`src/rtl/hud_pkg.sv`:
```
// Shared HUD definitions: RGB444 pixel type, default colour palette and the
// state encoding of the bar scaler.
package hud_pkg;

  typedef logic [11:0] rgb444_t;

  localparam rgb444_t HUD_BLACK       = 12'h000;
  localparam rgb444_t HUD_FILL_COLOR  = 12'h0F0;
  localparam rgb444_t HUD_GHOST_COLOR = 12'hF80;
  localparam rgb444_t HUD_BASE_COLOR  = 12'h333;
  localparam rgb444_t HUD_FLASH_COLOR = 12'hFFF;

  typedef enum logic {
    SCALER_IDLE,
    SCALER_RUN
  } scaler_state_t;

endpackage

```
`src/rtl/bar_scaler.sv`:
```
// Restoring divider used to scale health into bar pixels.
// One quotient bit is produced per RUN cycle, so a division takes DIVIDEND_W
// cycles. A start pulse in any state (re)loads the operands, which lets the
// caller restart with fresh data without waiting for the current division.
//
// Ports:
//   clk_in    pixel clock
//   rst_in    synchronous active-high reset, aborts any division
//   start     load dividend and begin a division
//   dividend  numerator, sampled on start
//   divisor   denominator, must be held stable during RUN
//   quotient  result, valid while done is high
//   done      high for the final RUN cycle (suppressed when restarting)
//   busy      high while a division is in progress
module bar_scaler
  import hud_pkg::*;
#(
  parameter int DIVIDEND_W = 19,
  parameter int DIVISOR_W  = 8,
  parameter int QUOTIENT_W = 11
) (
  input  logic                  clk_in,
  input  logic                  rst_in,
  input  logic                  start,
  input  logic [DIVIDEND_W-1:0] dividend,
  input  logic [DIVISOR_W-1:0]  divisor,
  output logic [QUOTIENT_W-1:0] quotient,
  output logic                  done,
  output logic                  busy
);

  localparam int              CNT_W     = $clog2(DIVIDEND_W);
  localparam logic [CNT_W-1:0] LAST_STEP = CNT_W'(DIVIDEND_W - 1);

  scaler_state_t         state, state_nx;
  logic [CNT_W-1:0]      step;
  logic                  last;
  // Dividend bits shift out of the top while quotient bits shift in below.
  logic [DIVIDEND_W-1:0] work, work_nx;
  logic [DIVISOR_W-1:0]  rem, rem_nx;
  logic [DIVISOR_W:0]    partial;
  logic [DIVISOR_W-1:0]  diff;
  logic                  q_bit;

  // NOTE: sequential state uses non-blocking assignments so every register
  // samples the pre-edge values regardless of process ordering.
  always_ff @(posedge clk_in) begin
    if (rst_in) state <= SCALER_IDLE;
    else        state <= state_nx;
  end

  // NOTE: every combinational output is assigned a default first so no path
  // leaves it unassigned and a latch can never be inferred.
  always_comb begin
    state_nx = state;
    case (state)
      SCALER_IDLE: if (start) state_nx = SCALER_RUN;
      SCALER_RUN:  if (!start && last) state_nx = SCALER_IDLE;
      default:     state_nx = SCALER_IDLE;
    endcase
  end

  // One restoring step: the remainder is always below the divisor, so the
  // trial value fits in DIVISOR_W+1 bits and the difference in DIVISOR_W.
  always_comb begin
    partial = {rem, work[DIVIDEND_W-1]};
    q_bit   = partial >= {1'b0, divisor};
    diff    = DIVISOR_W'(partial - {1'b0, divisor});
    rem_nx  = q_bit ? diff : partial[DIVISOR_W-1:0];
    work_nx = {work[DIVIDEND_W-2:0], q_bit};
  end

  assign last     = (step == LAST_STEP);
  assign busy     = (state == SCALER_RUN);
  assign done     = busy && last && !start;
  assign quotient = work_nx[QUOTIENT_W-1:0];

  // NOTE: the datapath has no reset; it is always loaded by start before its
  // contents are used, and done is gated by the reset FSM.
  always_ff @(posedge clk_in) begin
    if (start) begin
      work <= dividend;
      rem  <= '0;
      step <= '0;
    end else if (busy) begin
      work <= work_nx;
      rem  <= rem_nx;
      step <= step + 1'b1;
    end
  end

endmodule

```
`src/rtl/animated_health_bar.sv`:
```
// On-screen health bar with a draining "ghost" segment and a damage flash.
// Health is netted from damage/heal strobes each cycle, scaled to a pixel
// length by bar_scaler, and the ghost segment trails the fill down at one
// pixel every DRAIN_PERIOD frames.
//
// Ports:
//   clk_in, rst_in         pixel clock, synchronous active-high reset
//   valid_in               active-video qualifier
//   hcount_in, vcount_in   current pixel column / line
//   new_frame_in           one-cycle frame strobe (drives drain and flash)
//   dmg_valid_in/amt_in    damage event
//   heal_valid_in/amt_in   heal event
//   pixel_out              registered RGB444 pixel, 1-cycle latency
//   hp_out, dead_out       registered health and hp==0 flag
//   busy_out               ghost still draining or scaler running
module animated_health_bar
  import hud_pkg::*;
#(
  parameter int      POS_X        = 480,
  parameter int      POS_Y        = 720,
  parameter int      WIDTH        = 96,
  parameter int      HEIGHT       = 32,
  parameter int      MAX_HP       = 100,
  parameter int      HP_W         = 8,
  parameter rgb444_t FILL_COLOR   = HUD_FILL_COLOR,
  parameter rgb444_t GHOST_COLOR  = HUD_GHOST_COLOR,
  parameter rgb444_t BASE_COLOR   = HUD_BASE_COLOR,
  parameter rgb444_t FLASH_COLOR  = HUD_FLASH_COLOR,
  parameter int      DRAIN_PERIOD = 2,
  parameter int      FLASH_FRAMES = 8
) (
  input  logic            clk_in,
  input  logic            rst_in,
  input  logic            valid_in,
  input  logic [10:0]     hcount_in,
  input  logic [9:0]      vcount_in,
  input  logic            new_frame_in,
  input  logic            dmg_valid_in,
  input  logic [HP_W-1:0] dmg_amt_in,
  input  logic            heal_valid_in,
  input  logic [HP_W-1:0] heal_amt_in,
  output rgb444_t         pixel_out,
  output logic [HP_W-1:0] hp_out,
  output logic            dead_out,
  output logic            busy_out
);

  localparam int DIV_W   = HP_W + 11;
  localparam int SUM_W   = HP_W + 2;
  localparam int FLASH_W = $clog2(FLASH_FRAMES + 1);
  localparam int DRAIN_W = $clog2(DRAIN_PERIOD + 1);

  localparam logic signed [SUM_W-1:0] MAX_HP_S  = SUM_W'(MAX_HP);
  localparam logic [HP_W-1:0]         MAX_HP_V  = HP_W'(MAX_HP);
  localparam logic [10:0]             WIDTH_PX  = 11'(WIDTH);
  localparam logic [10:0]             X_START   = 11'(POS_X);
  localparam logic [10:0]             X_END     = 11'(POS_X + WIDTH);
  localparam logic [9:0]              Y_START   = 10'(POS_Y);
  localparam logic [9:0]              Y_END     = 10'(POS_Y + HEIGHT);
  localparam logic [FLASH_W-1:0]      FLASH_MAX = FLASH_W'(FLASH_FRAMES);
  localparam logic [DRAIN_W-1:0]      DRAIN_TOP = DRAIN_W'(DRAIN_PERIOD - 1);

  logic [HP_W-1:0]         hp, hp_nx;
  logic signed [SUM_W-1:0] hp_sum;
  logic [10:0]             fill_px, fill_nx, ghost_px;
  logic [FLASH_W-1:0]      flash_cnt;
  logic [DRAIN_W-1:0]      drain_cnt;

  logic                    scaler_start, scaler_done, scaler_busy;
  logic [DIV_W-1:0]        scaler_dividend;
  logic [10:0]             scaler_quotient;

  logic [10:0]             dx;
  logic                    in_bar;
  rgb444_t                 pixel_nx;

  // Damage and heal are netted at full signed width before clamping, so a
  // large hit paired with a large heal never saturates halfway.
  always_comb begin
    hp_sum = $signed({2'b00, hp});
    if (dmg_valid_in)  hp_sum = hp_sum - $signed({2'b00, dmg_amt_in});
    if (heal_valid_in) hp_sum = hp_sum + $signed({2'b00, heal_amt_in});
    if (hp_sum[SUM_W-1])       hp_nx = '0;
    else if (hp_sum > MAX_HP_S) hp_nx = MAX_HP_V;
    else                        hp_nx = hp_sum[HP_W-1:0];
  end

  assign scaler_start    = (hp_nx != hp) && !rst_in;
  assign scaler_dividend = DIV_W'(hp_nx) * DIV_W'(WIDTH);

  bar_scaler #(
    .DIVIDEND_W (DIV_W),
    .DIVISOR_W  (HP_W),
    .QUOTIENT_W (11)
  ) u_scaler (
    .clk_in   (clk_in),
    .rst_in   (rst_in),
    .start    (scaler_start),
    .dividend (scaler_dividend),
    .divisor  (MAX_HP_V),
    .quotient (scaler_quotient),
    .done     (scaler_done),
    .busy     (scaler_busy)
  );

  assign fill_nx = scaler_done ? scaler_quotient : fill_px;

  always_ff @(posedge clk_in) begin
    if (rst_in) begin
      hp        <= MAX_HP_V;
      dead_out  <= 1'b0;
      fill_px   <= WIDTH_PX;
      ghost_px  <= WIDTH_PX;
      drain_cnt <= '0;
      flash_cnt <= '0;
    end else begin
      hp       <= hp_nx;
      dead_out <= (hp_nx == '0);
      fill_px  <= fill_nx;

      // Ghost is compared against the fill value being written this cycle so
      // a drain step can never dip below a freshly written fill.
      if (fill_nx > ghost_px) begin
        ghost_px  <= fill_nx;
        drain_cnt <= '0;
      end else if (fill_nx == ghost_px) begin
        drain_cnt <= '0;
      end else if (new_frame_in) begin
        if (drain_cnt == DRAIN_TOP) begin
          ghost_px  <= ghost_px - 1'b1;
          drain_cnt <= '0;
        end else begin
          drain_cnt <= drain_cnt + 1'b1;
        end
      end

      // Only an actual loss of health flashes; netted heals do not.
      if (dmg_valid_in && (hp_nx < hp))
        flash_cnt <= FLASH_MAX;
      else if (new_frame_in && (flash_cnt != '0))
        flash_cnt <= flash_cnt - 1'b1;
    end
  end

  assign hp_out   = hp;
  assign busy_out = (ghost_px != fill_px) || scaler_busy;

  assign dx     = hcount_in - X_START;
  assign in_bar = (hcount_in >= X_START) && (hcount_in < X_END) &&
                  (vcount_in >= Y_START) && (vcount_in < Y_END);

  always_comb begin
    pixel_nx = HUD_BLACK;
    if (valid_in && in_bar) begin
      if (dx < fill_px)       pixel_nx = (flash_cnt != '0) ? FLASH_COLOR : FILL_COLOR;
      else if (dx < ghost_px) pixel_nx = GHOST_COLOR;
      else                    pixel_nx = BASE_COLOR;
    end
  end

  always_ff @(posedge clk_in) begin
    if (rst_in) pixel_out <= HUD_BLACK;
    else        pixel_out <= pixel_nx;
  end

endmodule

```
`config.mk`:
```
export PLATFORM = sky130hd
export DESIGN_NAME = animated_health_bar
export DESIGN_NICKNAME = d
export VERILOG_FILES = /design/src/rtl/hud_pkg.sv /design/src/rtl/bar_scaler.sv /design/src/rtl/animated_health_bar.sv
export SDC_FILE = /design/constraint.sdc
export NUM_CORES = 1
export LEC_CHECK = 0
export CAP_MARGIN = 20
export CORE_UTILIZATION = 56
export DETAILED_ROUTE_END_ITERATION = 6
export PLACE_DENSITY_LB_ADDON = 0.08
export SYNTH_ARGS = -nofsm -noshare
export SYNTH_HDL_FRONTEND = slang
export SYNTH_SLANG_ARGS = --single-unit
```
`constraint.sdc`:
```
create_clock -name clk_in -period 9.74 [get_ports clk_in]
set_clock_uncertainty 0.05 [all_clocks]
set_input_delay 2.922 -clock clk_in [delete_from_list [all_inputs] [get_ports clk_in]]
set_output_delay 2.922 -clock clk_in [all_outputs]
set_load 0.005 [all_outputs]
```
# Yosys cells after proc, flatten, opt, wreduce, memory -nomap -nowiden
# Index checks and enable logic that the tools add are counted.
totals:
  in_bits: 43
  ff_bits: 82
  elab_cells: 84
  output_inout_bits: 22
op_classes:
  mul: 1
  n_eq_ne: 6
  bitwise_logic: 2
  n_lt_le_gt_ge: 10
  n_mux: 21
  n_addsub: 8
  n_reduce_logical: 23
ops:
  columns: ["operator", "count"]
  rows:
  - ["11-bit two-way mux", 5]
  - ["12-bit two-way mux", 3]
  - ["15-bit two-way mux", 2]
  - ["8-bit two-way mux", 3]
  - ["11-bit less-than comparator", 2]
  - ["10-bit two-way mux", 2]
  - ["11-bit == test", 1]
  - ["11-bit by 9-bit greater-or-equal comparator with 1-bit output (second input constant)", 1]
  - ["11-bit > comparator", 1]
  - ["11-bit by 10-bit less-than comparator with 1-bit output (second input constant)", 1]
  - ["11-bit != test", 1]
  - ["11-bit by 1-bit subtractor with 11-bit output (second input constant)", 1]
  - ["11-bit by 9-bit subtractor with 11-bit output (second input constant)", 1]
  - ["10-bit by 9-bit adder with 10-bit output", 1]
  - ["10-bit greater-or-equal comparator (second input constant)", 1]
  - ["10-bit by 8-bit > comparator with 1-bit output (second input constant)", 1]
  - ["1-bit logical AND", 10]
  - ["10-bit less-than comparator (second input constant)", 1]
  - ["8-bit by 2-bit multiplier with 10-bit output (second input constant)", 1]
  - ["9-bit by 7-bit greater-or-equal comparator with 1-bit output (second input constant)", 1]
  - ["8-bit by 8-bit subtractor with 9-bit output", 1]
  - ["8-bit logical NOT", 1]
  - ["8-bit less-than comparator", 1]
  - ["4-bit two-way mux", 2]
  - ["other kinds (19)", 26]

# Logic depth before layout (Yosys ltp)
# Gate-level depths: netlist of the first run.
logic_depth:
  ltp_word: 15
  ltp_mapped: 33
  depth_no_buf: 30

# By module
# A second synthesis of the first run with hierarchy kept.
hier_totals:
  hier_cells: 728
  area_unflattened_um2: 6461.2
modules_own_cells:
  columns: ["module", "seq_area_each_um2", "instances", "area_each_um2", "cells_per_inst"]
  rows:
  - ["animated_health_bar", 880.8, 1, 4536.9, 551]
  - ["bar_scaler", 850.8, 1, 1924.3, 177]

# Worst setup path after synthesis of the first run
# No wires, ideal clock.
synth_path:
  path_kind: "input to register"
  startpoint: "input port dmg_amt_in[0]"
  endpoint: "register ghost_px[9]"
  setup_slack_ps: 653
  path_buffers: 3
  path_stages: 29
  arrival_ps: 8967
  t_required_ps: 9619
  setup_ps: 71
  path_cell_list: "ha_1 > inv_1 > fa_1 > a21o_1 > a211oi_1 > o31ai_2 > ha_1 > o21a_1 > o31a_1 > o221ai_1 > a21oi_1 > xor2_4 > o311ai_4 > buf_6 > o21a_1 > ha_1 > nand4_1 > o21ai_1 > and3_1 > clkbuf_1 > buf_2 > mux2i_1 > inv_1 > ha_1 > a2111oi_1 > nand2_1 > a2bb2oi_1 > or4_1 > a21oi_1"
synth_via:
  elab_chain_len: 15
  elab_cells_between_ends: 19
synth_lines:
  columns: ["element", "line", "rtl"]
  rows:
  - ["start: declaration", "animated_health_bar.sv:39", "input logic [HP_W-1:0] dmg_amt_in,"]
  - ["8-bit by 8-bit subtractor with 9-bit output *", "animated_health_bar.sv:81", "if (dmg_valid_in) hp_sum = hp_sum - $signed({2'b00, dmg_amt_in});"]
  - ["10-bit two-way mux *", "animated_health_bar.sv:81", null]
  - ["10-bit by 9-bit adder with 10-bit output", "animated_health_bar.sv:82", "if (heal_valid_in) hp_sum = hp_sum + $signed({2'b00, heal_amt_in});"]
  - ["10-bit two-way mux *", "animated_health_bar.sv:82", null]
  - ["10-bit by 8-bit > comparator with 1-bit output", "animated_health_bar.sv:84", "else if (hp_sum > MAX_HP_S) hp_nx = MAX_HP_V;"]
  - ["8-bit two-way mux", "animated_health_bar.sv:84", null]
  - ["8-bit two-way mux *", "animated_health_bar.sv:83", "if (hp_sum[SUM_W-1]) hp_nx = '0;"]
  - ["named net hp_nx[2]", "animated_health_bar.sv:63", "logic [HP_W-1:0] hp, hp_nx;"]
  - ["8-bit != test *", "animated_health_bar.sv:88", "assign scaler_start = (hp_nx != hp) && !rst_in;"]
  - ["1-bit logical AND *", "animated_health_bar.sv:88", null]
  - ["1-bit logical NOT *", "bar_scaler.sv:75", "assign done = busy && last && !start;"]
  - ["1-bit logical AND *", "bar_scaler.sv:75", null]
  - ["11-bit two-way mux *", "animated_health_bar.sv:106", "assign fill_nx = scaler_done ? scaler_quotient : fill_px;"]
  - ["named net fill_nx[9]", "animated_health_bar.sv:65", "logic [10:0] fill_px, fill_nx, ghost_px;"]
  - ["11-bit > comparator or 11-bit == test (tied branches)", "animated_health_bar.sv:123, animated_health_bar.sv:126", null]
  - ["2-bit != test (no line) or 2-bit nonzero test (tied branches)", null, null]
  - ["3-bit AND reduction (no line)", null, null]
  - ["end signal: assignment", "animated_health_bar.sv:124", "ghost_px <= fill_nx;"]
  - ["end signal: assignment", "animated_health_bar.sv:130", "ghost_px <= ghost_px - 1'b1;"]
  - ["end: declaration", "animated_health_bar.sv:65", null]
# Mark *: on every way through the listed nets, which the timed path passes. The rest lies on a longest branch.
# A chain may end at the register's enable or synchronous reset.

# Final worst setup path of the first run
layout_path:
  startpoint: "input port dmg_amt_in[0]"
  endpoint: "register ghost_px[5]"
# Same word-level chain as after synthesis.

==> results of run 1 <==
-- worst reg2reg max path: cells and delay by family (launching register included) --
kind,cells,cell delay (ps)
buf+inv,6,700
simple gates,3,450
fa+ha+maj,5,1440
xor+xnor,1,210
flops,1,360
mux,2,540
compound gates,15,2780
-- power by group through the flow --
stage	Clock (mW)	Combinational, mW	Sequential [mW]
after floorplan	0	0.693	0.455
after global placement	0	0.924	0.469
after detailed placement	0	0.962	0.473
after CTS	0.234	0.968	0.465
after global routing	0.249	1.11	0.476
final	0.229	0.996	0.466
-- cells by family (layout without fill, tap and decap cells) --
family                     count (synthesis)  in the layout  synth area share [%]
DFF                                       77             77                  27.8
xor gates and xnor gates                  43             43                  6.69
and+or+nand+nor                          207            207                  16.9
AOI/OAI and AO/OA                        167            168                  19.7
other                                      2              6                 0.127
buffers and inverters                     89            173                  6.27
adders and majority gates                 79             79                  17.1
muxes                                     30             30                  5.40
-- metrics by stage --
stage | worst slack (ps) | instances
floorplan | 653 | 698
global placement | -6.48 | 902
detailed placement | -160 | 902
CTS | 162 | 918
global route | -27.6 | 919
finish | 403 | 919
-- cells in the final DEF (no fill, tap or decap), drive strengths merged, types with 12 or more instances in the layout --
cell type,netlist,routed
o21ai,40,40
buf,12,33
mux2i,28,28
clkdlybuf4s50,0,60
dfxtp,67,67
inv,64,68
nand3,23,23
ha,76,76
o21a,17,17
a211oi,19,19
nor2,79,79
nor3,12,12
a21oi,30,30
nand2,40,40
xor2,26,26
xnor2,17,17
-- per-layer routing --
| layer | up-vias | share of wire, % | GRT usage [%] |
|---|---|---|---|
| met1 | 2439 | 46 | 33.6 |
| met4 | 0 | 1.6 | 7.04 |
| li1 | 2622 | - | - |
| met5 | - | 0 | 0 |
| met2 | 139 | 47 | 43.9 |
| met3 | 21 | 5.8 | 4.87 |
-- cells in the mapped netlist (all sizes together) (3+ instances only) --
library cell | instances | area [µm²]
a211o | 3 | 26.3
a211oi | 19 | 143
a21o | 9 | 67.6
a21oi | 30 | 154
a2bb2oi | 3 | 26.3
a31o | 3 | 26.3
a31oi | 6 | 37.5
and2 | 5 | 33.8
buf | 12 | 81.3
clkbuf | 13 | 48.8
dfxtp | 67 | 1340
edfxtp | 10 | 300
fa | 3 | 60.1
ha | 76 | 951
inv | 64 | 240
mux2i | 28 | 293
nand2 | 40 | 150
nand2b | 10 | 62.6
nand3 | 23 | 115
nand4 | 7 | 43.8
nor2 | 79 | 299
nor2b | 5 | 31.3
nor3 | 12 | 85.1
nor4 | 5 | 31.3
o21a | 17 | 128
o21ai | 40 | 204
o21bai | 3 | 22.5
o311ai | 3 | 51.3
o31a | 4 | 35.0
o31ai | 6 | 63.8
or2 | 10 | 62.6
or3 | 3 | 18.8
xnor2 | 17 | 149
xor2 | 26 | 246
-- layout make-up --
cell class                      count  area share (%)
Multi-Input combinational cell    533            56.2
Sequential cell                    77            23.3
Timing Repair Buffer               93            12.0
Inverter                           64            3.40
Tap cell                          136            2.41
Clock buffer                       10            1.95
Clock inverter                      6           0.727
-- registers in the layout, summed over array words and instances (netlist names) --
signal,flops
u_scaler.rem,8
fill_px,11
flash_cnt,4
ghost_px,11
pixel_out,7
hp_out,8
u_scaler.step,5
u_scaler.work,19
drain_cnt,2
u_scaler.busy,1
dead_out,1
-- path summary, 6_finish.rpt --
| path | endpoint | slack, ps |
|---|---|---|
| max | ghost_px[5] | 400 |
| min | drain_cnt[1] | 410 |
| max reg2reg | ghost_px[5] | 3050 |
| min reg2reg | drain_cnt[1] | 410 |
-- what timing repair did --
action / 4_1_cts / 5_1_grt
hold buffers: 0 / 0
setup buffers: 0 / 0
resized for setup: 0 / 8
endpoints found under the setup margin: 0 / 10
==> results.json, run 1 <==
{
  "p_sw_mw": 0.736,
  "slowest_stage": "clkdlybuf4s50_1",
  "yosys_most_used_dff": "dfxtp_1",
  "clockRootBuffer": "clkbuf_8",
  "core_area_um2": 10300,
  "synth-edff-count": 10,
  "die-area_um2": 11000,
  "vias": 5221,
  "netlist_area_um2": 5910,
  "ys_seq_area_share_pct": 27.8,
  "ir_drop_uv": 187,
  "power_density_nw_per_um2": 240,
  "period_needed_ps": 9340,
  "start_util_pct": 57.5,
  "grt_start_max_net_pins": 41,
  "multi_input_area_um2": 3970,
  "clockPowerShare_pct": 13.5,
  "drive_above_1_share_pct": 10.2,
  "gr-usage-all-layers_pct": 25.9,
  "worst_r2r_startpoint": "hp_out[0]",
  "yosysUniqueCellTypes": 77,
  "endpoint_kind": "register",
  "p_comb_share_pct": 58.9,
  "cp.required_ps": 9890,
  "critPathLaunch": "dmg_amt_in[0]",
  "clockBufferDepth": 2,
  "die_h_um": 105,
  "htreeDepth": 3,
  "antenna_found_initial": 0,
  "whs_path_depth": 2,
  "leakage_nw": 3.08,
  "numCtsBuffers": 9,
  "clock_latency_ps": 350,
  "dr.first_iter.drc_count": 250,
  "dpl_cell_area_um2": 6810,
  "drt-total-wl_um": 13900,
  "die_w_um": 105,
  "register_area_um2": 1640,
  "crit_cells": 32,
  "setup-tns-final_ps": 0,
  "syn-instance-count": 694,
  "fin_nets": 900,
  "syn2layout_area_growth_pct": 19.4,
  "p_seq_share_pct": 27.6,
  "grt_overflow": 0,
  "wl_per_cell_um": 15.2,
  "path_class": "in2reg",
  "drtAntennaViolNets": 0,
  "crit_buf_inv": 6,
  "status": "complete, but fails checks",
  "tightest_slew_ps": 605,
  "period_share_pct": 95.9,
  "boundaryPins": 65,
  "rows": 37,
  "dpl.hpwl_um": 11100,
  "antenna_cells": 0,
  "grt_pass1_wl_um": 23200,
  "slew_violations": 0,
  "routabilityCongestion": 0.907,
  "cp_max_fo": 7,
  "viasPerCell": 5.68,
  "relSlewSlack_pct": 59.4,
  "cp_top_family": "compound AO/OA/AOI/OAI gates",
  "async_reset_ff_share_pct": 0,
  "syn_avg_cell_area_um2": 8.51,
  "ys.warnings.count": 0,
  "clock.fmax_ghz": 0.107,
  "internal-power_mw": 0.955,
  "drv_cap": 0,
  "min_from": "drain_cnt[1]",
  "fin_util_pct": 68.7,
  "numClockSinks": 77,
  "slowest_delay_ps": 480,
  "setup_viol": 0,
  "p_sw_share_pct": 43.5,
  "drc": 2,
  "ff2ff_path_depth": 32,
  "hold_class": "reg2reg",
  "cp-start-kind": "primary input",
  "nFillCells": 875,
  "cts_tree": "yes",
  "arrival_ps": 9480,
  "drtPass1Iterations": 7,
  "violations": "design-rule violations",
  "cp_common_cell": "ha_1",
  "ys_ff_latch": 77,
  "clkTransAtPathRegs_ps": 80,
  "holdWs_ps": 408,
  "first_global_vias": 5055,
  "final_area_um2": 7060,
  "total_power_mw": 1.69,
  "port_buffers": 60,
  "hold_violations": 0
}
(Power assumes the default switching activity.)
==> run 2: changes to the inputs <==
--- a/config.mk
+++ b/config.mk
@@ -6,6 +6,7 @@
 export NUM_CORES = 1
 export LEC_CHECK = 0
 export CAP_MARGIN = 20
+export CORE_ASPECT_RATIO = 1.75
 export CORE_UTILIZATION = 56
 export DETAILED_ROUTE_END_ITERATION = 6
 export PLACE_DENSITY_LB_ADDON = 0.08
==> results.json, run 2 (same netlist as run 1, synthesis figures left out) <==
{
  "status": "completed",
  "slowest_stage": "clkdlybuf4s50_1",
  "rows": 49,
  "die_h_um": 138,
  "path_class": "in2reg",
  "dpl.hpwl_um": 11600,
  "use_met1_pct": 27.9,
  "whs_path_depth": 2,
  "final_cell_mix": "78 x nor2_1, 76 x ha_1, 67 x dfxtp_1",
  "holdWs_ps": 375,
  "grt_overflow": 0,
  "die_w_um": 79.6,
  "gr-usage-all-layers_pct": 27.6,
  "antenna_cells": 0,
  "rsz0062_at_grt": "no",
  "drt-total-wl_um": 14700,
  "hold_class": "reg2reg",
  "viasPerCell": 5.69,
  "internal-power_mw": 1.03,
  "arrival_ps": 9520,
  "numClockSinks": 77,
  "period_share_pct": 95.7,
  "cts_tree": "yes",
  "clock_latency_ps": 330,
  "cts_hold_buf": 0,
  "clockRootBuffer": "clkbuf_16",
  "dpl_cell_area_um2": 6840,
  "layout.cells.most_common": "nor2_1",
  "drtAntennaViolNets": 0,
  "tightest_slew_ps": 855,
  "endpoint_kind": "register",
  "setup_viol": 0,
  "grt_util_met3_pct": 2.63,
  "relSlewSlack_pct": 42.8,
  "cp_max_fo": 5,
  "grt_start_max_net_pins": 42,
  "p_sw_share_pct": 42.3,
  "core_area_um2": 10200,
  "first_global_vias": 5135,
  "p_seq_share_pct": 26.0,
  "drtPass1Iterations": 4,
  "period_needed_ps": 9320,
  "largest_reg_flops": 19,
  "slowest_delay_ps": 460,
  "drive_above_1_share_pct": 11.1,
  "numCtsBuffers": 9,
  "setup_slack_ps": 420,
  "p_sw_mw": 0.758,
  "cp.required_ps": 9940,
  "dr.first_iter.drc_count": 162,
  "grt_busiest_layer": "met2",
  "boundaryPins": 65,
  "regMostFlops": "u_scaler.work",
  "min_from": "drain_cnt[1]",
  "ir_drop_uv": 163,
  "start_util_pct": 57.7,
  "grt_use_met2_pct": 53.7,
  "setup-tns-final_ps": 0,
  "clock.fmax_ghz": 0.107,
  "fin_nets": 908,
  "antenna_found_initial": 0,
  "ff2ff_path_depth": 29,
  "cp_common_cell": "ha_1",
  "p_comb_share_pct": 56.5,
  "hold_violations": 0,
  "leakage_nw": 3.15,
  "clkTransAtPathRegs_ps": 60,
  "dpl_worst_slack_ps": -35.4,
  "htreeDepth": 3,
  "r2r-end": "ghost_px[9]",
  "grt_pass1_wl_um": 23500,
  "cp-start-kind": "primary input",
  "clockPowerShare_pct": 17.5,
  "port_buffers": 60,
  "routabilityCongestion": 0.886,
  "die-area_um2": 11000,
  "rrSetupSlack_ps": 3040,
  "syn2layout_area_growth_pct": 21.6,
  "slew_violations": 0,
  "worst_r2r_startpoint": "hp_out[0]",
  "final_area_um2": 7180,
  "top_regs": "u_scaler.work x19, fill_px x11, ghost_px x11",
  "hold-path-endpoint": "drain_cnt[1]",
  "vias": 5228,
  "drv_cap": 0,
  "drc": 0,
  "power_density_nw_per_um2": 249,
  "clockBufferDepth": 2,
  "wl_per_cell_um": 16.0
}
-- run 2: cell count changes in the layout (fill, tap and decap cells not counted), sizes merged --
cell	before	now
clkinv	1	2
clkbuf	10	9
clkinvlp	1	2
buf	33	41
inv	68	67
-- run 2: metrics by stage --
stage | util (%) | power [mW] | cells
after floorplan | - | 1.15 | 698
after global placement | 66.8 | 1.41 | 898
after detailed placement | 66.8 | 1.44 | 898
after CTS | 69.5 | 1.77 | 914
after global routing | 70.2 | 1.93 | 918
final | 70.2 | 1.79 | 918
-- run 2: final cells by class --
cell class | instances | area, µm²
clock buffers | 9 | 225
well taps | 127 | 159
repair buffers | 101 | 908
inverters | 64 | 240
clock inverters | 7 | 57.6
fillers | 870 | 3060
flip-flops and latches | 77 | 1640
multi-input cells | 533 | 3950
-- run 2: critical path: cells and delay by family --
kind            cells  cell delay (ps)
mux                 2              490
fa+ha+maj           5             1630
compound gates     11             2130
simple gates        8             1270
buf+inv             5              920
xor+xnor            1              160
-- run 2: worst max-delay path by stage --
stage / from / end / slack (ps) / cells after the start
after floorplan: dmg_amt_in[0] / ghost_px[9] / 650 / 29
after global placement: dmg_amt_in[0] / ghost_px[9] / 50 / 30
after detailed placement: dmg_amt_in[0] / ghost_px[9] / -40 / 32
after CTS: dmg_amt_in[0] / ghost_px[9] / 290 / 32
after global routing: dmg_amt_in[0] / ghost_px[9] / 20 / 32
final: dmg_amt_in[0] / ghost_px[9] / 420 / 32
-- run 2: timing repair --
action / 4_1_cts / 5_1_grt
buffers inserted: 0 / 3
resized for setup: 0 / 7
setup endpoints to repair: 0 / 9
-- run 2: power by group through the flow --
| stage | combinational (mW) | clock (mW) | sequential [mW] |
|---|---|---|---|
| after floorplan | 0.693 | 0 | 0.455 |
| after global placement | 0.943 | 0 | 0.468 |
| after detailed placement | 0.969 | 0 | 0.472 |
| after CTS | 0.978 | 0.322 | 0.466 |
| after global routing | 1.11 | 0.337 | 0.477 |
| final | 1.01 | 0.313 | 0.467 |
-- run 2: layer usage --
layer,routed length (µm),part of all wire [%]
met1,5570,38
met3,405,2.8
met5,0,0
met2,8030,55
met4,662,4.5
==> run 3: changes to the inputs <==
--- a/config.mk
+++ b/config.mk
@@ -7,6 +7,7 @@
 export LEC_CHECK = 0
 export CAP_MARGIN = 20
 export CORE_ASPECT_RATIO = 1.75
+export CORE_MARGIN = 2
 export CORE_UTILIZATION = 56
 export DETAILED_ROUTE_END_ITERATION = 6
 export PLACE_DENSITY_LB_ADDON = 0.08
==> constraint.sdc (replaced) <==
create_clock -name clk_in -period 9.74 [get_ports clk_in]
set_clock_uncertainty 0.05 [all_clocks]
set_input_delay 1.948 -clock clk_in [delete_from_list [all_inputs] [get_ports clk_in]]
set_output_delay 1.948 -clock clk_in [all_outputs]
set_load 0.005 [all_outputs]
==> results.json, run 3 (same netlist as run 1, synthesis figures left out) <==
{
  "grt_start_max_net_pins": 31,
  "regMostFlops": "u_scaler.work",
  "antenna_found_initial": 0,
  "clkTransAtPathRegs_ps": 70,
  "clock_latency_ps": 340,
  "dpl.hpwl_um": 11600,
  "setup_viol": 0,
  "layout.cells.most_common": "nor2_1",
  "cp-start-kind": "primary input",
  "grt_overflow": 0,
  "antenna_cells": 0,
  "drtPass1Iterations": 5,
  "total_power_mw": 1.75,
  "numClockSinks": 77,
  "p_sw_mw": 0.741,
  "setup-tns-final_ps": 0,
  "ir_drop_uv": 181,
  "start_util_pct": 57.4,
  "rrSetupSlack_ps": 2360,
  "cts_resized": 0,
  "period_share_pct": 92.7,
  "internal-power_mw": 1.01,
  "fin_nets": 876,
  "cp_common_cell": "ha_1",
  "slew_violations": 0,
  "final_cell_mix": "77 x nor2_1, 76 x ha_1, 67 x dfxtp_1",
  "drtAntennaViolNets": 0,
  "clockPowerShare_pct": 19.9,
  "clockBufferDepth": 2,
  "core_area_um2": 10300,
  "slowest_delay_ps": 460,
  "top_regs": "u_scaler.work x19, fill_px x11, ghost_px x11",
  "drt-total-wl_um": 14600,
  "cts_tree": "yes",
  "drive_above_1_share_pct": 6.72,
  "tightest_slew_ps": 990,
  "port_buffers": 60,
  "hold_violations": 0,
  "rows": 49,
  "dr.first_iter.drc_count": 163,
  "rsz0062_at_grt": "no",
  "p_seq_share_pct": 27.1,
  "period_needed_ps": 9030,
  "path_class": "in2reg",
  "numCtsBuffers": 9,
  "p_sw_share_pct": 42.4,
  "drc": 0,
  "routabilityCongestion": 0.885,
  "die_h_um": 140,
  "htreeDepth": 3,
  "viasPerCell": 5.81,
  "slowest_stage": "clkdlybuf4s50_1",
  "die-area_um2": 11400,
  "endpoint_kind": "register",
  "vias": 5150,
  "clock.fmax_ghz": 0.111,
  "postCtsSetupBuffers": 0,
  "cp_max_fo": 14,
  "drv_cap": 0,
  "arrival_ps": 9190,
  "power_density_nw_per_um2": 252,
  "boundaryPins": 65,
  "clockRootBuffer": "clkbuf_16",
  "cts_hold_buf": 0,
  "gr-usage-all-layers_pct": 27.1,
  "hold_class": "reg2reg",
  "grt_pass1_wl_um": 23900,
  "leakage_nw": 3.01,
  "die_w_um": 81.6,
  "p_comb_share_pct": 53.0,
  "status": "completed",
  "first_global_vias": 5225,
  "syn2layout_area_growth_pct": 17.4,
  "largest_reg_flops": 19,
  "relSlewSlack_pct": 34.0,
  "wl_per_cell_um": 16.5,
  "cp.required_ps": 9900
}
[run 3: critical path: cells and delay by family]
kind	cells	cell delay, ps
AO/OA/AOI/OAI	12	2450
AND/OR/NAND/NOR	7	1380
XOR/XNOR	1	220
buffers and inverters	6	1270
multiplexers	1	360
adder cells (fa/ha/maj)	5	1550
[run 3: final timing paths]
kind / end / cells past startpoint / start
min: drain_cnt[1] / 2 / drain_cnt[1]
max reg2reg: ghost_px[7] / 32 / hp_out[0]
max: ghost_px[7] / 32 / dmg_amt_in[0]
min reg2reg: drain_cnt[1] / 2 / drain_cnt[1]
[run 3: power groups by stage]
stage                     logic [mW]  clock network, mW  registers, mW
after global placement         0.891                  0          0.476
after floorplan                0.693                  0          0.455
after detailed placement       0.917                  0          0.479
after CTS                      0.926              0.356          0.473
after global routing            1.03              0.369          0.484
final                          0.926              0.348          0.474
[run 3: layout make-up]
| cell class | count | area [µm²] |
|---|---|---|
| Timing Repair Buffer | 70 | 676 |
| Tap cell | 127 | 159 |
| Multi-Input combinational cell | 532 | 3910 |
| Inverter | 64 | 240 |
| Clock buffer | 9 | 225 |
| Fill cell | 902 | 3360 |
| Sequential cell | 77 | 1640 |
| Clock inverter | 7 | 80.1 |
[run 3: stage by stage]
| step | hold WS, ps | setup WS, ps | util, % | cell area (µm²) | std cells |
|---|---|---|---|---|---|
| finish | 375 | 711 | 67.3 | 6940 | 886 |
| global route | 386 | 184 | 67.3 | 6940 | 886 |
| CTS | 376 | 766 | 67.3 | 6940 | 886 |
| detailed placement | 367 | 422 | 64.4 | 6630 | 870 |
| global placement | 362 | 539 | 64.4 | 6630 | 870 |
| floorplan | 355 | 1630 | - | 5920 | 698 |
[run 3: routing by layer]
layer / part of all wire, % / wire, µm / vias up / GRT usage [%]
met5: 0 / 0 / - / 0
met4: 4.5 / 663 / 0 / 14.6
met3: 2.5 / 371 / 33 / 3.70
met2: 55 / 7990 / 107 / 49.5
met1: 38 / 5580 / 2435 / 28.6
li1: - / - / 2575 / -
